File: src/rtl/cd_sdpram_arb.sv
// rtl/cd_sdpram_arb.sv - two-read/two-write client arbiter in front of a simple dual-port (or single-port) RAM
module cd_sdpram_arb #(
    parameter int A_WIDTH    = 8,
    parameter int D_WIDTH    = 8,
    parameter int SPRAM_ONLY = 0
) (
    input  logic               clk,
    input  logic               reset,

    input  logic               r0_req,
    input  logic [A_WIDTH-1:0] r0_addr,
    output logic               r0_gnt,
    output logic               r0_vld,

    input  logic               r1_req,
    input  logic [A_WIDTH-1:0] r1_addr,
    output logic               r1_gnt,
    output logic               r1_vld,

    output logic [D_WIDTH-1:0] rd_data,

    input  logic               w0_req,
    input  logic [A_WIDTH-1:0] w0_addr,
    input  logic [D_WIDTH-1:0] w0_data,
    output logic               w0_gnt,

    input  logic               w1_req,
    input  logic [A_WIDTH-1:0] w1_addr,
    input  logic [D_WIDTH-1:0] w1_data,
    output logic               w1_gnt,

    output logic               ram_cen,
    output logic               ram_wen,
    output logic [A_WIDTH-1:0] ram_ra,
    output logic [A_WIDTH-1:0] ram_wa,
    output logic [D_WIDTH-1:0] ram_wd,
    input  logic [D_WIDTH-1:0] ram_rd
);

    localparam logic SP = (SPRAM_ONLY != 0);

    // Round-robin state: rprio/wprio name the read/write client that wins a tie,
    // rwprio picks read (1) or write (0) when a single-port RAM is contested.
    logic rprio;
    logic wprio;
    logic rwprio;
    logic r0_vld_q;
    logic r1_vld_q;

    logic rd_pend;
    logic wr_pend;
    logic r_sel;
    logic w_sel;
    logic contested;
    logic rd_ok;
    logic wr_ok;

    // Arbitration: pick a read client and a write client, then resolve read vs write on a single port
    always_comb begin
        rd_pend   = r0_req | r1_req;
        wr_pend   = w0_req | w1_req;
        r_sel     = (r0_req & r1_req) ? rprio : r1_req;
        w_sel     = (w0_req & w1_req) ? wprio : w1_req;
        contested = SP & rd_pend & wr_pend;
        rd_ok     = rd_pend & ~reset & (~contested | rwprio);
        wr_ok     = wr_pend & ~reset & (~contested | ~rwprio);

        r0_gnt  = rd_ok & ~r_sel;
        r1_gnt  = rd_ok & r_sel;
        w0_gnt  = wr_ok & ~w_sel;
        w1_gnt  = wr_ok & w_sel;

        ram_cen = ~(rd_ok | wr_ok);
        ram_wen = ~wr_ok;
        // Idle cycles present client 0's fields; the RAM ignores them while disabled.
        ram_ra  = (rd_ok & r_sel) ? r1_addr : r0_addr;
        ram_wa  = (wr_ok & w_sel) ? w1_addr : w0_addr;
        ram_wd  = (wr_ok & w_sel) ? w1_data : w0_data;
    end

    // Priority rotation and read-valid pipeline; a read granted just before reset never reports valid
    always_ff @(posedge clk) begin
        if (reset) begin
            rprio    <= 1'b0;
            wprio    <= 1'b0;
            rwprio   <= 1'b0;
            r0_vld_q <= 1'b0;
            r1_vld_q <= 1'b0;
        end else begin
            if (rd_ok) begin
                rprio <= ~r_sel;
            end
            if (wr_ok) begin
                wprio <= ~w_sel;
            end
            if (contested) begin
                rwprio <= ~rwprio;
            end
            r0_vld_q <= r0_gnt;
            r1_vld_q <= r1_gnt;
        end
    end

    // Valid is masked by reset so every output sits at its reset value while reset is high.
    assign r0_vld  = r0_vld_q & ~reset;
    assign r1_vld  = r1_vld_q & ~reset;
    assign rd_data = ram_rd;

endmodule

File: config.mk
export PLATFORM = sky130hd
export DESIGN_NAME = cd_sdpram_arb
export DESIGN_NICKNAME = d
export VERILOG_FILES = /design/src/rtl/cd_sdpram_arb.sv
export SDC_FILE = /design/constraint.sdc
export NUM_CORES = 1
export LEC_CHECK = 0
export BUFFER_PORTS_ARGS = -buffer_cell sky130_fd_sc_hd__buf_2
export CORE_AREA = 2 2 66 43
export DETAILED_ROUTE_END_ITERATION = 7
export DIE_AREA = 0 0 68 45
export PLACE_DENSITY = 0.74
export SYNTH_ARGS = -nofsm -noshare
export SYNTH_HDL_FRONTEND = slang
export SYNTH_SLANG_ARGS = --single-unit
File: constraint.sdc
create_clock -name clk -period 2.1 [get_ports clk]
set_clock_uncertainty 0.05 [all_clocks]
set_input_delay 0.42 -clock clk [delete_from_list [all_inputs] [get_ports clk]]
set_output_delay 0.42 -clock clk [all_outputs]
set_load 0.1 [all_outputs]
==> impl_metrics.ini <==
[synth]
synth_xor_area_frac = 0
synth_largest_area_cell = mux2_2
synth_nets = 120
netlist_instances = 58
async_flop_share = 0
synth-seq-cells = 4
ys.flop_type = dfxtp_1
ys_seq_area_frac = 0.135
synth_top_family_by_area = multiplexers
synthSimpleGateAreaFrac = 0.168
synth_most_common_cell = mux2_2
synth_commonest_cells = 15 x mux2_2, 9 x mux2_4, 8 x buf_4
syn_area_per_cell_um2 = 10.2
synth_area_leaders = mux2_2 28%, mux2_4 23%, dfxtp_1 13%
yosysWarnings = 0
ys_types = 18
synthMuxAreaShare = 0.512
synth_top_cell_area_share = 0.284
synth_edf_count = 0
synth_compound_area_frac = 0.0400
netlist_area_um2 = 594
synth-adder-area-share = 0

[detailed_routing]
totalWireLength_um = 2340
drt-pass1-iter-count = 4
postRouteAntennaNets = 0
via_per_inst = 4.28
drtIter0Drc = 11
wl_per_cell_um = 13.9
vias = 723
drc = 0

[cts]
cts_tree = done
cts-resized-gates = 0
clock-root-buffer = clkbuf_8
insertion_delay_ns = 0.21
path_clk_slew_ns = 0.03
cts.sinks = 4
holdBufCountCts = 0
cts_made_buffers = 3
clock_path_buffers = 2
htreeDepth = 1
postCtsSetupRepairBufs = 0

[timing]
tightest_slew_ns = 0.491
fin_hold_ws_ns = 0.405
hold_viol = 0
setup_tns_ns = 0
setup_viol = 0
rsz0062_at_grt = no
maxSlewViolCount = 0
max_clock_freq_mhz = 494
fin_crit_ns = 2.02
period_share = 0.964
layout_setup_ws_ns = 0.0752
relSlewSlack = 0.675

[place]
dp_slack_ns = 0.0655
portBuffers = 85
dp_cells = 166
placed_area_um2 = 1440
place_hpwl_um = 2080
place.gp.congestion = 0.747

[die]
rows = 14
io_pins = 102
initial_core_util = 0.246
dieArea_um2 = 3060
die_y_um = 45
core_area_um2 = 2420
dieWidth_um = 68

[pwr]
p_int_uw = 444
peakVddDrop_mv = 0.294
switching_share = 0.505
seqPwrFrac = 0.094
power_frac_comb = 0.729
pwr-share-clk = 0.177
power.leakage_nw = 0.776
totalPowerFinal_uw = 898
powerDensity_nw_per_um2 = 608
switchingPower_uw = 454

[critical_path]
worstPathArrival_ns = 1.55
required_ns = 1.63
crit_type = primary input to primary output
cp-start-kind = primary input
end_kind = primary output
cp_max_fo = 17

[global_routing]
grt_pass1_vias = 762
track_usage = 0.157
grt_pass1_wl_um = 3560
grt_max_degree = 18
overflow = 0
antenna_found_initial = 0

[outcome]
outcome = completed

[final_layout]
fin_cells = 169
drive_above_1_share = 0.876
syn_to_final_growth_pct = 149
nets = 201
fin_area_um2 = 1480
fin_util = 0.611
antennaDiodeCount = 0

[min_path]
hold_class = primary input to flop

[job]
drv_cap = 0
==> sequential cells by signal, summed over array words and instances (netlist names) <==
name,count
r0_vld_q,1
r1_vld_q,1
rprio,1
wprio,1
==> power by group through the flow <==
stage          clock network, mW  logic (mW)  registers [mW]
2_1_floorplan                  0       0.483          0.0841
3_3_place_gp                   0       0.653          0.0848
3_5_place_dp                   0       0.658          0.0852
4_1_cts                    0.161       0.659          0.0842
5_1_grt                    0.170       0.673          0.0849
6_report                   0.159       0.655          0.0842
==> critical path, stage by stage <==
cell and delay (ns):
buf_2 0.14, inv_2 0.15, nand3_4 0.27, mux2_2 0.40
buf_12 0.17
==> cell usage in the layout, fill, tap and decap left out, drive strengths merged <==
cell type,count
a21oi,2
and3,3
buf,85
clkbuf,3
dfxtp,4
inv,4
mux2,24
nand2,2
nand2b,3
nand3,2
nor2b,2
o21ai,1
o41ai,1
or2b,1
==> cell type report <==
type | instances | area (µm²)
inverter | 4 | 15.0
sequential | 4 | 80.1
timing repair buffer | 85 | 846
tap | 32 | 40.0
clock buffer | 3 | 41.3
fill | 209 | 940
multi-input combinational | 41 | 455
==> worst paths after layout <==
| kind | depth (start not counted) | from | slack (ns) | endpoint |
|---|---|---|---|---|
| worst max-delay path | 5 | reset | 0.08 | ram_wa[1] |
| worst min-delay path | 2 | reset | 0.41 | wprio |
| worst max register to register | 3 | rprio | 1.14 | r1_vld_q |
| worst min register to register | 2 | rprio | 0.45 | rprio |
==> logic make-up (layout without fill, tap and decap cells) <==
logic type	count (synthesis)	count (layout)
muxes	24	24
and+or+nand+nor	13	13
buffers and inverters	13	92
AOI/OAI and AO/OA	4	4
DFF	4	4
==> metal layers <==
metal	wire length, µm	part of all wire	track usage
met5	0	0	0
met4	36	0.015	0.0760
met3	166	0.071	0.0449
met2	1240	0.53	0.262
met1	896	0.38	0.188
(Power assumes the default switching activity.)
